===== config.mk =====
export PLATFORM = sky130hd
export DESIGN_NAME = accumulating_calculator
export DESIGN_NICKNAME = d
export VERILOG_FILES = /design/src/rtl/calc_pkg.sv /design/src/rtl/hex_decoder.sv /design/src/rtl/seq_multiplier.sv /design/src/rtl/accumulating_calculator.sv
export SDC_FILE = /design/constraint.sdc
export NUM_CORES = 1
export LEC_CHECK = 0
export CORE_ASPECT_RATIO = 1.2
export CORE_MARGIN = 10
export CORE_UTILIZATION = 50
export CTS_BUF_LIST = sky130_fd_sc_hd__clkbuf_8
export DETAILED_ROUTE_END_ITERATION = 8
export PLACE_DENSITY = 0.72
export REMOVE_ABC_BUFFERS = 1
export SLEW_MARGIN = 20
export SYNTH_ARGS = -nofsm -noshare
export SYNTH_HDL_FRONTEND = slang
export SYNTH_HIERARCHICAL = 1
export SYNTH_SLANG_ARGS = --single-unit

===== constraint.sdc =====
create_clock -name CLOCK_50 -period 2.21 [get_ports CLOCK_50]
set_clock_uncertainty 0.1 [all_clocks]
set_input_delay 0.442 -clock CLOCK_50 [delete_from_list [all_inputs] [get_ports CLOCK_50]]
set_output_delay 0.442 -clock CLOCK_50 [all_outputs]
set_load 0.02 [all_outputs]

===== src/rtl/calc_pkg.sv =====
// calc_pkg: shared types and constants for the accumulating calculator
package calc_pkg;
   typedef enum logic [1:0] {OP_ADD = 2'b00, OP_SUB = 2'b01, OP_MUL = 2'b10, OP_LOAD = 2'b11} op_t;
   typedef enum logic [1:0] {IDLE = 2'b00, EXEC = 2'b01, MUL = 2'b10} state_t;
   localparam logic [6:0] SEG_ZERO = 7'b1000000;
endpackage


===== src/rtl/hex_decoder.sv =====
// hex_decoder: nibble to active-low seven-segment pattern
module hex_decoder
   import calc_pkg::*;
(
   input  logic [3:0] nibble_i,
   output logic [6:0] seg_o
);
   // one segment pattern per hex value, gfedcba order, active-low
   always_comb begin
      seg_o = SEG_ZERO;
      case (nibble_i)
         4'h0: seg_o = SEG_ZERO;
         4'h1: seg_o = 7'b1111001;
         4'h2: seg_o = 7'b0100100;
         4'h3: seg_o = 7'b0110000;
         4'h4: seg_o = 7'b0011001;
         4'h5: seg_o = 7'b0010010;
         4'h6: seg_o = 7'b0000010;
         4'h7: seg_o = 7'b1111000;
         4'h8: seg_o = 7'b0000000;
         4'h9: seg_o = 7'b0010000;
         4'hA: seg_o = 7'b0001000;
         4'hB: seg_o = 7'b0000011;
         4'hC: seg_o = 7'b1000110;
         4'hD: seg_o = 7'b0100001;
         4'hE: seg_o = 7'b0000110;
         default: seg_o = 7'b0001110;
      endcase
   end
endmodule


===== src/rtl/seq_multiplier.sv =====
// seq_multiplier: shift-add multiplier, one multiplier bit per cycle, LSB first
module seq_multiplier #(
   parameter int WIDTH = 4
) (
   input  logic               clk_i,
   input  logic               rst_n_i,
   input  logic               start_i,
   input  logic [WIDTH-1:0]   a_i,
   input  logic [WIDTH-1:0]   b_i,
   output logic               done_o,
   output logic [2*WIDTH-1:0] product_o
);
   localparam int CW = $clog2(WIDTH + 1);
   logic [2*WIDTH-1:0] mcand_q, mcand_d, prod_q, prod_d;
   logic [WIDTH-1:0]   mplier_q, mplier_d;
   logic [CW-1:0]      cnt_q, cnt_d;
   logic               run_q, run_d;
   assign done_o    = run_q && (cnt_q == '0);
   assign product_o = prod_q;
   // load operands on start, then add the shifted multiplicand for each set multiplier bit
   always_comb begin
      mcand_d  = mcand_q;
      mplier_d = mplier_q;
      prod_d   = prod_q;
      cnt_d    = cnt_q;
      run_d    = run_q;
      if (start_i) begin
         mcand_d  = {{WIDTH{1'b0}}, a_i};
         mplier_d = b_i;
         prod_d   = '0;
         cnt_d    = CW'(WIDTH);
         run_d    = 1'b1;
      end else if (run_q) begin
         if (cnt_q != '0) begin
            prod_d   = mplier_q[0] ? prod_q + mcand_q : prod_q;
            mcand_d  = mcand_q << 1;
            mplier_d = mplier_q >> 1;
            cnt_d    = cnt_q - CW'(1);
         end else begin
            run_d = 1'b0;
         end
      end
   end
   // datapath registers, cleared so a reset mid-multiply leaves nothing behind
   always_ff @(posedge clk_i or negedge rst_n_i) begin
      if (!rst_n_i) begin
         mcand_q  <= '0;
         mplier_q <= '0;
         prod_q   <= '0;
         cnt_q    <= '0;
         run_q    <= 1'b0;
      end else begin
         mcand_q  <= mcand_d;
         mplier_q <= mplier_d;
         prod_q   <= prod_d;
         cnt_q    <= cnt_d;
         run_q    <= run_d;
      end
   end
endmodule


===== src/rtl/accumulating_calculator.sv =====
// accumulating_calculator: key-driven accumulator with add/sub/mul/load and hex display
module accumulating_calculator
   import calc_pkg::*;
#(
   parameter  int WIDTH   = 4,
   localparam int NUM_HEX = (2 * WIDTH + 3) / 4
) (
   input  logic                 CLOCK_50,
   input  logic                 RESET_N,
   input  logic [WIDTH-1:0]     SW,
   input  logic [1:0]           OP,
   input  logic                 ENTER_N,
   output logic                 BUSY,
   output logic                 OVF,
   output logic [NUM_HEX*7-1:0] HEX
);
   localparam int AW = 2 * WIDTH;
   logic [2:0]          sync_q;
   state_t              state_q, state_d;
   op_t                 op_q, op_d;
   logic [WIDTH-1:0]    operand_q, operand_d;
   logic [AW-1:0]       acc_q, acc_d, opx, product;
   logic                ovf_q, ovf_d, busy_q;
   logic [AW:0]         sum, diff;
   logic                go, accept, mul_start, mul_done;
   logic [4*NUM_HEX-1:0] padded;
   assign go        = sync_q[2] & ~sync_q[1];
   assign accept    = go && (state_q == IDLE);
   assign mul_start = accept && (op_t'(OP) == OP_MUL);
   assign opx       = {{WIDTH{1'b0}}, operand_q};
   assign sum       = {1'b0, acc_q} + {1'b0, opx};
   assign diff      = {1'b0, acc_q} - {1'b0, opx};
   assign BUSY      = busy_q;
   assign OVF       = ovf_q;
   assign padded    = (4 * NUM_HEX)'(acc_q);
   seq_multiplier #(.WIDTH(WIDTH)) u_mul (
      .clk_i     (CLOCK_50),
      .rst_n_i   (RESET_N),
      .start_i   (mul_start),
      .a_i       (acc_q[WIDTH-1:0]),
      .b_i       (SW),
      .done_o    (mul_done),
      .product_o (product)
   );
   // next state: capture the operation on an accepted press, commit the result on the way back to IDLE
   always_comb begin
      state_d   = state_q;
      op_d      = op_q;
      operand_d = operand_q;
      acc_d     = acc_q;
      ovf_d     = ovf_q;
      case (state_q)
         IDLE: if (accept) begin
            op_d      = op_t'(OP);
            operand_d = SW;
            state_d   = (op_t'(OP) == OP_MUL) ? MUL : EXEC;
         end
         EXEC: begin
            state_d = IDLE;
            acc_d   = (op_q == OP_ADD) ? sum[AW-1:0] : (op_q == OP_SUB) ? diff[AW-1:0] : opx;
            ovf_d   = (op_q == OP_ADD) ? sum[AW] : (op_q == OP_SUB) ? diff[AW] : 1'b0;
         end
         MUL: if (mul_done) begin
            state_d = IDLE;
            acc_d   = product;
            ovf_d   = 1'b0;
         end
         default: state_d = IDLE;
      endcase
   end
   // key synchroniser (idles high = released) and all control/datapath state
   always_ff @(posedge CLOCK_50 or negedge RESET_N) begin
      if (!RESET_N) begin
         sync_q    <= 3'b111;
         state_q   <= IDLE;
         op_q      <= OP_ADD;
         operand_q <= '0;
         acc_q     <= '0;
         ovf_q     <= 1'b0;
         busy_q    <= 1'b0;
      end else begin
         sync_q    <= {sync_q[1:0], ENTER_N};
         state_q   <= state_d;
         op_q      <= op_d;
         operand_q <= operand_d;
         acc_q     <= acc_d;
         ovf_q     <= ovf_d;
         busy_q    <= (state_d != IDLE);
      end
   end
   for (genvar g = 0; g < NUM_HEX; g++) begin : g_hex
      hex_decoder u_dec (
         .nibble_i (padded[4*g +: 4]),
         .seg_o    (HEX[7*g +: 7])
      );
   end
endmodule

# --- Word-level counts from Yosys, hierarchy flattened ---
# Memory sizes are Yosys's and may differ from the RTL's.
# Cells that the tools add are included.
word_totals:
  ff_bits: 45
  latchBits: 0
  ramBits: 0
  rom_bits: 224
  output_inout_bits: 16
  elab_cells: 69
  memories: 2
mem_list:
  columns: ["name", "words", "width", "rd", "rd_clocked_by_memory_dff", "wr", "line", "rtl"]
  rows:
  - ["(no name shown)", 16, 7, 1, 0, 0, "hex_decoder.sv:11", "case (nibble_i)"]
  - ["(no name shown)", 16, 7, 1, 0, 0, "hex_decoder.sv:11", null]
classes:
  n_addsub: 4
  multipliers: 0
  div_mod_pow: 0
  n_lt_le_gt_ge: 0
  n_eq_ne: 5
  shift: 0
  muxes: 28
  bitwise: 2
  n_reduce_logical: 16
op_table:
  columns: ["op", "count"]
  rows:
  - ["two-way mux 8 bit", 10]
  - ["case mux 8 bit (2 select lines)", 1]
  - ["two-way mux 4 bit", 3]
  - ["nonzero test 2 bit", 5]
  - ["adder 8 x 4 -> 9 bit", 1]
  - ["two-way mux 3 bit", 3]
  - ["subtractor 8 x 4 -> 9 bit", 1]
  - ["adder 8 bit", 1]
  - ["two-way mux 1 bit", 6]
  - ["two-way mux 2 bit", 3]
  - ["AND reduction 2 bit", 3]
  - ["== test 2 x 1 -> 1 bit, second input constant", 2]
  - ["== test 2 bit, second input constant", 2]
  - ["logical NOT 2 bit", 2]
  - ["case mux 2 bit (2 select lines)", 1]
  - ["logical AND 1 bit", 3]
  - ["logical NOT 3 bit", 1]
  - ["AND reduction 3 bit", 1]
  - ["nonzero test 3 bit", 1]
  - ["subtractor 3 x 1 -> 3 bit, second input constant", 1]
  - ["!= test 2 bit, second input constant", 1]
  - ["case mux 1 bit (2 select lines)", 1]
  - ["AND 1 bit", 1]
  - ["NOT 1 bit", 1]

# --- Longest topological paths before layout ---
# Gate-level depths: netlist of the first run.
logic_depth:
  word_depth: 6
  depth_mapped: 9
  ltp_nobuf: 8

# --- Modules after synthesis ---
# The synthesis of the first run kept the hierarchy.
modules_own_cells:
  columns: ["mod", "instances", "cells_each", "area_each_um2", "seq_area_each_um2"]
  rows:
  - ["accumulating_calculator", 1, 165, 1471.4, 529.3]
  - ["seq_multiplier", 1, 147, 1376.3, 600.6]
  - ["hex_decoder", 2, 32, 275.3, 0.0]

# --- Least setup slack after synthesis of the first run ---
# No wires, ideal clock.
synth_path:
  path_kind: "register to output"
  from: "reg acc_q[1]"
  to: "out HEX[0]"
  arrival_ns: 1.577
  t_required_ns: 1.668
  path_slack_ns: 0.091
  path_stages_with_launch: 6
  n_path_buf: 0
  path_cell_list: "dfrtp_1 -> inv_1 -> ha_1 -> and2b_2 -> or3b_1 -> o21ai_0"
synth_between:
  elab_chain_cells: 1
synth_lines:
  columns: ["element", "line", "rtl"]
  rows:
  - ["from (decl)", "accumulating_calculator.sv:22", "logic [AW-1:0] acc_q, acc_d, opx, product;"]
  - ["from (signal assigned)", "accumulating_calculator.sv:78", "acc_q <= '0;"]
  - ["from (signal assigned)", "accumulating_calculator.sv:86", "acc_q <= acc_d;"]
  - ["memory read (16 x 7 bit)", null, null]
  - ["to (decl)", "accumulating_calculator.sv:15", "output logic [NUM_HEX*7-1:0] HEX"]
# No other way between the ends.

# --- Worst setup path in the final report of the first run ---
layout_path:
  from: "reg acc_q[1]"
  to: "out HEX[3]"
# Same word-level chain as after synthesis.

==> run_results.csv, run 1 <==
group,metric,value,unit
floorplan,die_area,10500,sq um
yosys,synth_flop_cell,"dfrtp_1",
sta,timing.final.crit_period,2.30,ns
yosys,syn_inst,376,
power_and_ir_drop,pwr-share-seq,23.6,%
yosys,ys_async_sr_fraction,100,%
route,ant_nets,0,
power_and_ir_drop,p_switching,2.91,mW
yosys,synth_seq_area_share,33.2,%
run,cap_violations,0,
sta,worstMarginPinSlew,0.547,ns
sta,hold_viol,0,
floorplan,fp.coreArea,6530,sq um
clocking,cts_buffers,5,
min_path,hp-class,"input port to asynchronous set/reset pin",
grt,grt_max_degree,26,
clocking,clk_pin_slew,0.08,ns
route,vias,3074,
run_status,violations,"negative setup slack",
setup_path,cp-end-kind,"output pin",
grt,grt_pass1_wl,14100,um
yosys,syn_area_per_cell,9.04,sq um
power_and_ir_drop,swShare,45.5,%
clocking,cts_max_level,2,
sta,setup_violations,10,
setup_path,max_stage_delay,0.46,ns
route,drc_errors,0,
cells_and_area,multiInputGateArea,2260,sq um
yosys,synth_area,3400,sq um
cells_and_area,area_delta_synth_final,27.8,%
clocking,cts_tree,"built",
sta,finalWorstSetupSlack,-0.0929,ns
power_and_ir_drop,total_power,6.41,mW
yosys,synth_enable_flop_cells,0,
placed_design,io_buffers,24,
floorplan,start_util,52.1,%
cells_and_area,n_antenna_cell,0,
cells_and_area,fin_area,4340,sq um
route,drt_iter0_drc,154,
grt,antenna_found_initial,0,
floorplan,ios,25,
route,firstDrtPassIters,5,
sta,rsz0062_at_grt,"yes",
setup_path,cp_cell_sequence,"inv_2, buf_6, ha_4, inv_2, mux4_2, buf_6",
clocking,clkLatencyLatePin,0.30,ns
setup_path,worst_ep_required_time,1.67,ns
cells_and_area,seqCellArea,1130,sq um
setup_path,worstPathArrival,1.76,ns
clocking,clock_sink_count,45,
power_and_ir_drop,power_density,1480,nW/um^2
floorplan,die_w,95.3,um
cells_and_area,nets,487,
yosys,ys_ff_latch,45,
grt,grt_pass1_vias,2995,
setup_path,crit_fanout,4,
floorplan,rows,32,
power_and_ir_drop,peakVddDrop,0.000799,V
placed_design,gp_congestion,0.833,
yosys,yosysWarnings,6,
yosys,synth_cell_types,57,
setup_path,path_class,"register to output pin",
power_and_ir_drop,p_clk_share,8.1,%
placed_design,hpwl,6260,um
run_status,status,"finished, violations left",
sta,drv_slew,0,
route,routedWlPerCell,16.3,um
route,vias_per_cell,5.81,
placed_design,placed_cell_area,4030,sq um
sta,period_share,104,%
grt,grt.total_usage,16.5,%
route,drt_wl_total,8620,um
setup_path,slowest_stage,"mux4_2",
setup_path,critPathLaunchType,"register",
clocking,clk_root_buffer_cell,"clkbuf_8",
grt,overflow,0,
cells_and_area,final_layout_size_suffix_gt1_share,29.3,%
cells_and_area,nFillCells,549,
sta,max_freq,434,MHz
sta,max-slew-margin-rel,63.5,%
power_and_ir_drop,p_comb_share,68.3,%
power_and_ir_drop,p_leak,1.96,nW
clocking,clk_path_buf_depth,2,
clocking,hold_buffers,0,
power_and_ir_drop,p_int,3.49,mW
floorplan,dieHeight,110,um
-- final timing paths --
path	end	slack, ns	depth (start not counted)	start
max	HEX[3]	-0.09	6	acc_q[1]$_DFFE_PN0P_
min	u_mul/product_o[0]$_DFFE_PN0P_	0.01	1	RESET_N
max in group asynchronous	sync_q[1]$_DFF_PN1_	1.41	2	RESET_N
min reg2reg	sync_q[1]$_DFF_PN1_	0.26	0	sync_q[0]$_DFF_PN1_
min in group CLOCK_50	sync_q[1]$_DFF_PN1_	0.26	0	sync_q[0]$_DFF_PN1_
max reg2reg	acc_q[4]$_DFFE_PN0P_	-0.05	9	acc_q[0]$_DFFE_PN0P_
-- registers in the layout, indices dropped and copies added (netlist names) --
| register | cells |
|---|---|
| acc_q | 8 |
| u_mul/mcand_q | 8 |
| u_mul/product_o | 8 |
| operand_q | 4 |
| u_mul/mplier_q | 4 |
| sync_q | 3 |
| u_mul/cnt_q | 3 |
| op_q | 2 |
| state_q | 2 |
| BUSY | 1 |
| OVF | 1 |
| u_mul/run_q | 1 |
-- cell usage after synthesis (all sizes together), types with 4 or more instances --
cell type / n / area [sq um]
a211oi: 6 / 45.0
a21oi: 19 / 98.9
a22o: 5 / 43.8
a31oi: 6 / 37.5
buf: 9 / 76.3
clkbuf: 10 / 37.5
dfrtp: 42 / 1050
ha: 32 / 400
inv: 18 / 67.6
mux2: 7 / 78.8
mux2i: 16 / 160
nand2: 46 / 173
nand2b: 8 / 50.1
nand3: 13 / 77.6
nor2: 27 / 101
nor2b: 9 / 56.3
nor3: 9 / 45.0
nor4b: 4 / 35.0
o211ai: 5 / 37.5
o21ai: 28 / 140
o21bai: 4 / 30.0
-- routing by layer --
layer | global-route usage [%] | vias to the layer above | share of wire (%)
li1 | - | 1482 | -
met1 | 19.3 | 1495 | 40
met2 | 30.4 | 86 | 54
met3 | 2.64 | 11 | 4.5
met4 | 4.39 | 0 | 1.3
met5 | 0 | - | 0
-- power groups by stage --
stage | registers, mW | logic [mW] | clock network, mW
2_1_floorplan | 1.59 | 2.22 | 0
3_3_place_gp | 1.46 | 3.84 | 0
3_5_place_dp | 1.48 | 3.96 | 0
4_1_cts | 1.49 | 4.11 | 0.540
5_1_grt | 1.56 | 4.80 | 0.573
6_report | 1.51 | 4.37 | 0.521
-- metrics by stage --
| step | utilization (%) | setup WS, ns | hold slack [ns] | cells | setup TNS (ns) |
|---|---|---|---|---|---|
| 4_1_cts | 64.7 | -0.0984 | 0.0143 | 527 | -0.350 |
| 3_3_place_gp | 61.7 | -0.186 | 0.246 | 515 | -1.08 |
| 2_1_floorplan | - | -0.664 | 0.0464 | 357 | -9.55 |
| 5_1_grt | 66.5 | -0.171 | 0.0199 | 529 | -1.21 |
| 6_report | 66.5 | -0.0929 | 0.00974 | 529 | -0.396 |
| 3_5_place_dp | 61.7 | -0.243 | 0.247 | 515 | -1.48 |
-- critical path: cells and delay by family (launching register included) --
kind | cells | cell delay (ns)
multiplexers | 1 | 0.46
adder cells (fa/ha/maj) | 1 | 0.25
buffers and inverters | 4 | 0.38
flip-flops | 1 | 0.37
-- timing repair --
action | in CTS | in global routing
gates resized for setup | 97 | 33
endpoints found under the setup margin | 14 | 20
setup buffers | 4 | 2
pin swaps | 4 | 8
-- cells in the final DEF, fill, tap and decap left out, types with 9 or more instances in the layout --
cell / count
buf_4: 50
nand2_1: 46
dfrtp_1: 40
nor2_1: 27
ha_1: 22
o21ai_0: 21
a21oi_1: 16
mux2i_1: 15
inv_1: 13
nand3_1: 12
buf_6: 12
nor2b_1: 9
clkdlybuf4s50_1: 9
-- layout make-up --
cell class	count	share of cell area, %
multi-input combinational	294	52.1
clock inverter	2	0.173
sequential	45	26.1
tap	85	2.45
clock buffer	6	1.90
timing repair buffer	79	15.6
inverter	18	1.73
-- logic make-up after synthesis --
kind of cell,Yosys count,synth area share [%]
compound gates,93,17.7
xor+xnor,3,0.773
fa+ha+maj,35,13.5
buf+inv,37,5.34
flops,45,33.2
mux,25,8.58
simple gates,138,20.8
Power figures use the tool's default switching activity.
==> inputs of run 2 (changes only) <==
Settings changed: REMOVE_ABC_BUFFERS 1 to default.
==> run 2 against run 1 <==
The flow still finishes with violations (negative setup slack); sequential cell count did not move; total power shrank 0.78%; via count fell by 1.3%; fmax down 1.1%; highest routed layer unchanged.
==> run_results.csv, run 2 (synthesized netlist as in run 1, its figures left out) <==
group,metric,value,unit
clocking,cts_buffers,5,
floorplan,dieHeight,110,um
grt,overflow,0,
grt,grt_pass1_wl,13300,um
setup_path,worst_ep_required_time,1.67,ns
clocking,clk_pin_slew,0.09,ns
sta,timing.final.crit_period,2.33,ns
clocking,clk_root_buffer_cell,"clkbuf_8",
route,drt_iter0_drc,132,
cells_and_area,layout.cells.non_filler,526,
sta,period_share,105,%
setup_path,crit_fanout,4,
placed_design,gp_congestion,0.850,
floorplan,rows,32,
cells_and_area,final_layout_size_suffix_gt1_share,28.6,%
clocking,cts_tree,"built",
sta,worstMarginPinSlew,0.743,ns
min_path,hp-class,"input port to asynchronous set/reset pin",
yosys,syn_nets,420,
sta,rsz0062_at_grt,"yes",
cells_and_area,nets,485,
run_status,status,"finished, violations left",
clocking,hold_buffers,0,
setup_path,reg2reg_depth,11,
power_and_ir_drop,p_leak,1.93,nW
floorplan,ios,25,
sta,max-slew-margin-rel,50.5,%
sta,drv_slew,0,
clocking,clock_sink_count,45,
run,cap_violations,0,
route,vias,3035,
cells_and_area,final_common_cell,"buf_4",
route,vias_per_cell,5.77,
placed_design,dp_cells,513,
floorplan,start_util,52.1,%
route,routedWlPerCell,15.8,um
floorplan,die_w,95.3,um
power_and_ir_drop,power_density,1470,nW/um^2
grt,antenna_found_initial,0,
route,drt_wl_total,8340,um
sta,max_freq,429,MHz
cells_and_area,area_delta_synth_final,27.1,%
floorplan,die_area,10500,sq um
run_status,violations,"negative setup slack",
floorplan,fp.coreArea,6530,sq um
sta,finalWorstSetupSlack,-0.119,ns
sta,hold_viol,0,
clocking,clk_path_buf_depth,2,
setup_path,worstPathArrival,1.79,ns
cells_and_area,mostFrequentLayoutCells,"48 x buf_4, 45 x nand2_1, 40 x dfrtp_1, 27 x nor2_1, 22 x ha_1",
grt,grt_pass1_vias,2981,
setup_path,critPathLaunchType,"register",
route,ant_nets,0,
setup_path,cp-end-kind,"output pin",
route,firstDrtPassIters,4,
cells_and_area,n_antenna_cell,0,
grt,grt_max_degree,33,
clocking,clkLatencyLatePin,0.30,ns
route,drc_errors,0,
placed_design,hpwl,6000,um
clocking,cts_max_level,2,
sta,setup_violations,6,
setup_path,path_class,"register to output pin",
grt,grt.total_usage,15.5,%
power_and_ir_drop,peakVddDrop,0.000641,V
placed_design,io_buffers,24,
power_and_ir_drop,total_power,6.36,mW
==> run 2: cell count changes in the layout (fill, tap and decap cells not counted), sizes merged <==
cell           before  now
buf                68   64
clkinvlp            0    1
clkbuf              7   10
inv                20   18
clkdlybuf4s15       1    0
==> run 2: final cells by class <==
cell class,instances,area [sq um]
sequential,45,1130
fill,506,2210
timing repair buffer,77,638
inverter,18,70.1
clock buffer,6,82.6
multi-input combinational,294,2280
clock inverter,1,7.51
tap,85,106
==> run 2: critical path, cell delays in order, from the launching register on <==
cell	delay, ns
dfrtp_1	0.39
inv_2	0.07
buf_6	0.13
ha_4	0.25
inv_2	0.03
mux4_2	0.47
buf_6	0.15
==> run 2: per-layer routing <==
layer  GRT usage (%)  share of wire, %
met1            18.0                41
met2            28.3                52
met3            2.17               5.2
met4            5.35               1.7
met5               0                 0
==> run 2: worst paths after layout <==
| path | start | to | slack, ns |
|---|---|---|---|
| setup reg to reg | acc_q[0]$_DFFE_PN0P_ | acc_q[2]$_DFFE_PN0P_ | -0.03 |
| hold reg to reg | sync_q[0]$_DFF_PN1_ | sync_q[1]$_DFF_PN1_ | 0.26 |
| setup / recovery | acc_q[1]$_DFFE_PN0P_ | HEX[3] | -0.12 |
| min in group CLOCK_50 | sync_q[0]$_DFF_PN1_ | sync_q[1]$_DFF_PN1_ | 0.26 |
| max in group asynchronous | RESET_N | acc_q[2]$_DFFE_PN0P_ | 1.32 |
| hold / removal | RESET_N | u_mul/product_o[1]$_DFFE_PN0P_ | 0.1 |
==> run 2: what timing repair did <==
item,4_1_cts,5_1_grt
setup endpoints to repair,15,22
gates resized for setup,74,55
pin swaps,5,16
buffers inserted,1,5
==> run 2: report_power, final <==
group          internal (mW)  total [mW]  leakage, nW  switching (mW)
Sequential              1.14        1.49        0.570           0.344
Combinational           2.05        4.35         1.32            2.29
Clock                  0.247       0.524       0.0433           0.276
==> run 2: metrics by stage <==
step | utilization (%) | hold slack, ns | area, sq um | setup slack (ns) | setup TNS (ns)
5_1_grt | 66.2 | 0.146 | 4320 | -0.179 | -1.19
3_3_place_gp | 61.1 | 0.246 | 3990 | -0.189 | -1.00
3_5_place_dp | 61.1 | 0.247 | 3990 | -0.228 | -1.24
4_1_cts | 63.3 | 0.113 | 4130 | -0.158 | -0.507
6_report | 66.2 | 0.0964 | 4320 | -0.119 | -0.433
2_1_floorplan | - | 0.0464 | 3400 | 0.0911 | 0
==> inputs of run 3 (changes only) <==
==> constraint.sdc (replaced) <==
create_clock -name CLOCK_50 -period 2.21 [get_ports CLOCK_50]
set_clock_uncertainty 0.1 [all_clocks]
set_input_delay 0.3315 -clock CLOCK_50 [delete_from_list [all_inputs] [get_ports CLOCK_50]]
set_output_delay 0.3315 -clock CLOCK_50 [all_outputs]
set_load 0.02 [all_outputs]
==> run 3 against run 2 <==
The flow now finishes without violations; first-iteration DRC count rose by 30%; via count fell by 1.6%; clock power barely moved; combinational power fell by 9.7%; core utilization fell by 2.4 points; global-route usage fell by 0.41 points; largest cell class unchanged; non-clock buffer count fell by 6; worst setup slack improved by 0.14 ns.
==> run_results.csv, run 3 (synthesized netlist as in run 1, its figures left out) <==
group,metric,value,unit
power_and_ir_drop,peakVddDrop,0.000625,V
cells_and_area,n_antenna_cell,0,
route,drc_errors,0,
setup_path,crit_fanout,3,
placed_design,placed_cell_area,3960,sq um
grt,antenna_found_initial,0,
clocking,clkLatencyLatePin,0.29,ns
clocking,cts_tree,"built",
setup_path,critPathLaunchType,"register",
placed_design,dp_cells,509,
floorplan,fp.coreArea,6530,sq um
setup_path,worst_ep_required_time,1.78,ns
run_status,status,"finished, final reports clean",
grt,grt_pass1_vias,2789,
sta,setup_tns,0,ns
grt,grt_max_degree,32,
floorplan,rows,32,
power_and_ir_drop,swShare,46.1,%
setup_path,worstPathArrival,1.76,ns
placed_design,hpwl,5960,um
yosys,syn_nets,420,
route,firstDrtPassIters,4,
sta,timing.final.crit_period,2.19,ns
route,drt_wl_total,7950,um
run,cap_violations,0,
cells_and_area,nets,479,
cells_and_area,area_delta_synth_final,22.5,%
power_and_ir_drop,p_leak,1.89,nW
cells_and_area,layout.cells.non_filler,521,
cells_and_area,fin_util,63.8,%
grt,grt.total_usage,15.1,%
grt,grt_pass1_wl,13100,um
setup_path,path_class,"register to output pin",
setup_path,r2r_slack,0.05,ns
sta,period_share,99.1,%
route,vias_per_cell,5.73,
sta,max_freq,457,MHz
cells_and_area,fin_area,4160,sq um
sta,worstMarginPinSlew,0.707,ns
route,drt_iter0_drc,171,
floorplan,ios,25,
power_and_ir_drop,p_clk_share,8.8,%
sta,finalWorstSetupSlack,0.0207,ns
cells_and_area,final_layout_size_suffix_gt1_share,24.3,%
floorplan,die_w,95.3,um
route,routedWlPerCell,15.3,um
power_and_ir_drop,power_density,1440,nW/um^2
power_and_ir_drop,p_switching,2.76,mW
grt,overflow,0,
route,ant_nets,0,
clocking,clk_path_buf_depth,2,
floorplan,die_area,10500,sq um
floorplan,dieHeight,110,um
power_and_ir_drop,pwr-share-seq,25.5,%
placed_design,gp_congestion,0.855,
clocking,clock_sink_count,45,
sta,hold_viol,0,
cells_and_area,final_common_cell,"nand2_1",
placed_design,io_buffers,24,
sta,drv_slew,0,
clocking,cts_max_level,2,
clocking,clk_root_buffer_cell,"clkbuf_8",
sta,rsz0062_at_grt,"yes",
sta,max-slew-margin-rel,52.9,%
route,vias,2986,
cells_and_area,mostFrequentLayoutCells,"46 x nand2_1, 45 x buf_4, 41 x dfrtp_1, 27 x nor2_1, 25 x ha_1",
power_and_ir_drop,p_comb_share,65.7,%
clocking,clk_pin_slew,0.08,ns
clocking,cts_buffers,5,
min_path,hp-class,"register to register",
sta,setup_violations,0,
power_and_ir_drop,p_int,3.23,mW
placed_design,post-place-ws,-0.114,ns
floorplan,start_util,52.1,%
setup_path,cp-end-kind,"output pin",
run 3: power by group through the flow:
stage | combinational (mW) | sequential (mW) | clock, mW
after floorplan | 2.51 | 1.44 | 0
after CTS | 3.71 | 1.50 | 0.542
after global placement | 3.68 | 1.50 | 0
after global routing | 4.34 | 1.58 | 0.566
after detailed placement | 3.78 | 1.52 | 0
final | 3.93 | 1.52 | 0.527
run 3: cell type report:
type / instances / area [sq um]
clock buffers: 6 / 82.6
repair buffers: 71 / 564
clock inverters: 2 / 7.51
multi-input cells: 294 / 2200
well taps: 85 / 106
inverters: 18 / 67.6
flip-flops and latches: 45 / 1130
fillers: 517 / 2360
run 3: path summary, 6_finish.rpt:
path / startpoint / end / cells past startpoint
max: acc_q[5]$_DFFE_PN0P_ / HEX[7] / 6
min: sync_q[0]$_DFF_PN1_ / sync_q[1]$_DFF_PN1_ / 0
max reg2reg: acc_q[0]$_DFFE_PN0P_ / acc_q[6]$_DFFE_PN0P_ / 9
min reg2reg: sync_q[0]$_DFF_PN1_ / sync_q[1]$_DFF_PN1_ / 0
max in group asynchronous: RESET_N / acc_q[0]$_DFFE_PN0P_ / 3
min in group asynchronous: RESET_N / u_mul/cnt_q[1]$_DFFE_PN0P_ / 2
run 3: worst max-delay path, stage by stage, from the launching register on:
cell and delay, ns:
dfrtp_1 0.39, inv_2 0.06, ha_1 0.18, and2b_2 0.23, or3b_1 0.37, o21ai_0 0.08, buf_4 0.16
run 3: metrics by stage:
step / total power [mW] / hold WS (ns)
after floorplan: 3.95 / -0.0641
after global placement: 5.18 / 0.246
after detailed placement: 5.30 / 0.247
after CTS: 5.75 / 0.259
after global routing: 6.49 / 0.262
final: 5.99 / 0.258
run 3: what timing repair did:
item | CTS | global route
setup buffers | 0 | 3
hold buffers | 1 | 0
pin swaps | 0 | 12
setup endpoints to repair | 15 | 18
resized for setup | 43 | 42
endpoints found under the hold margin | 5 | 0
run 3: layer usage:
metal | wire, um | up-vias | GRT usage, %
li1 | - | 1467 | -
met4 | 67 | 0 | 4.39
met5 | 0 | - | 0
met2 | 4090 | 64 | 26.3
met1 | 3450 | 1450 | 18.9
met3 | 346 | 5 | 2.17
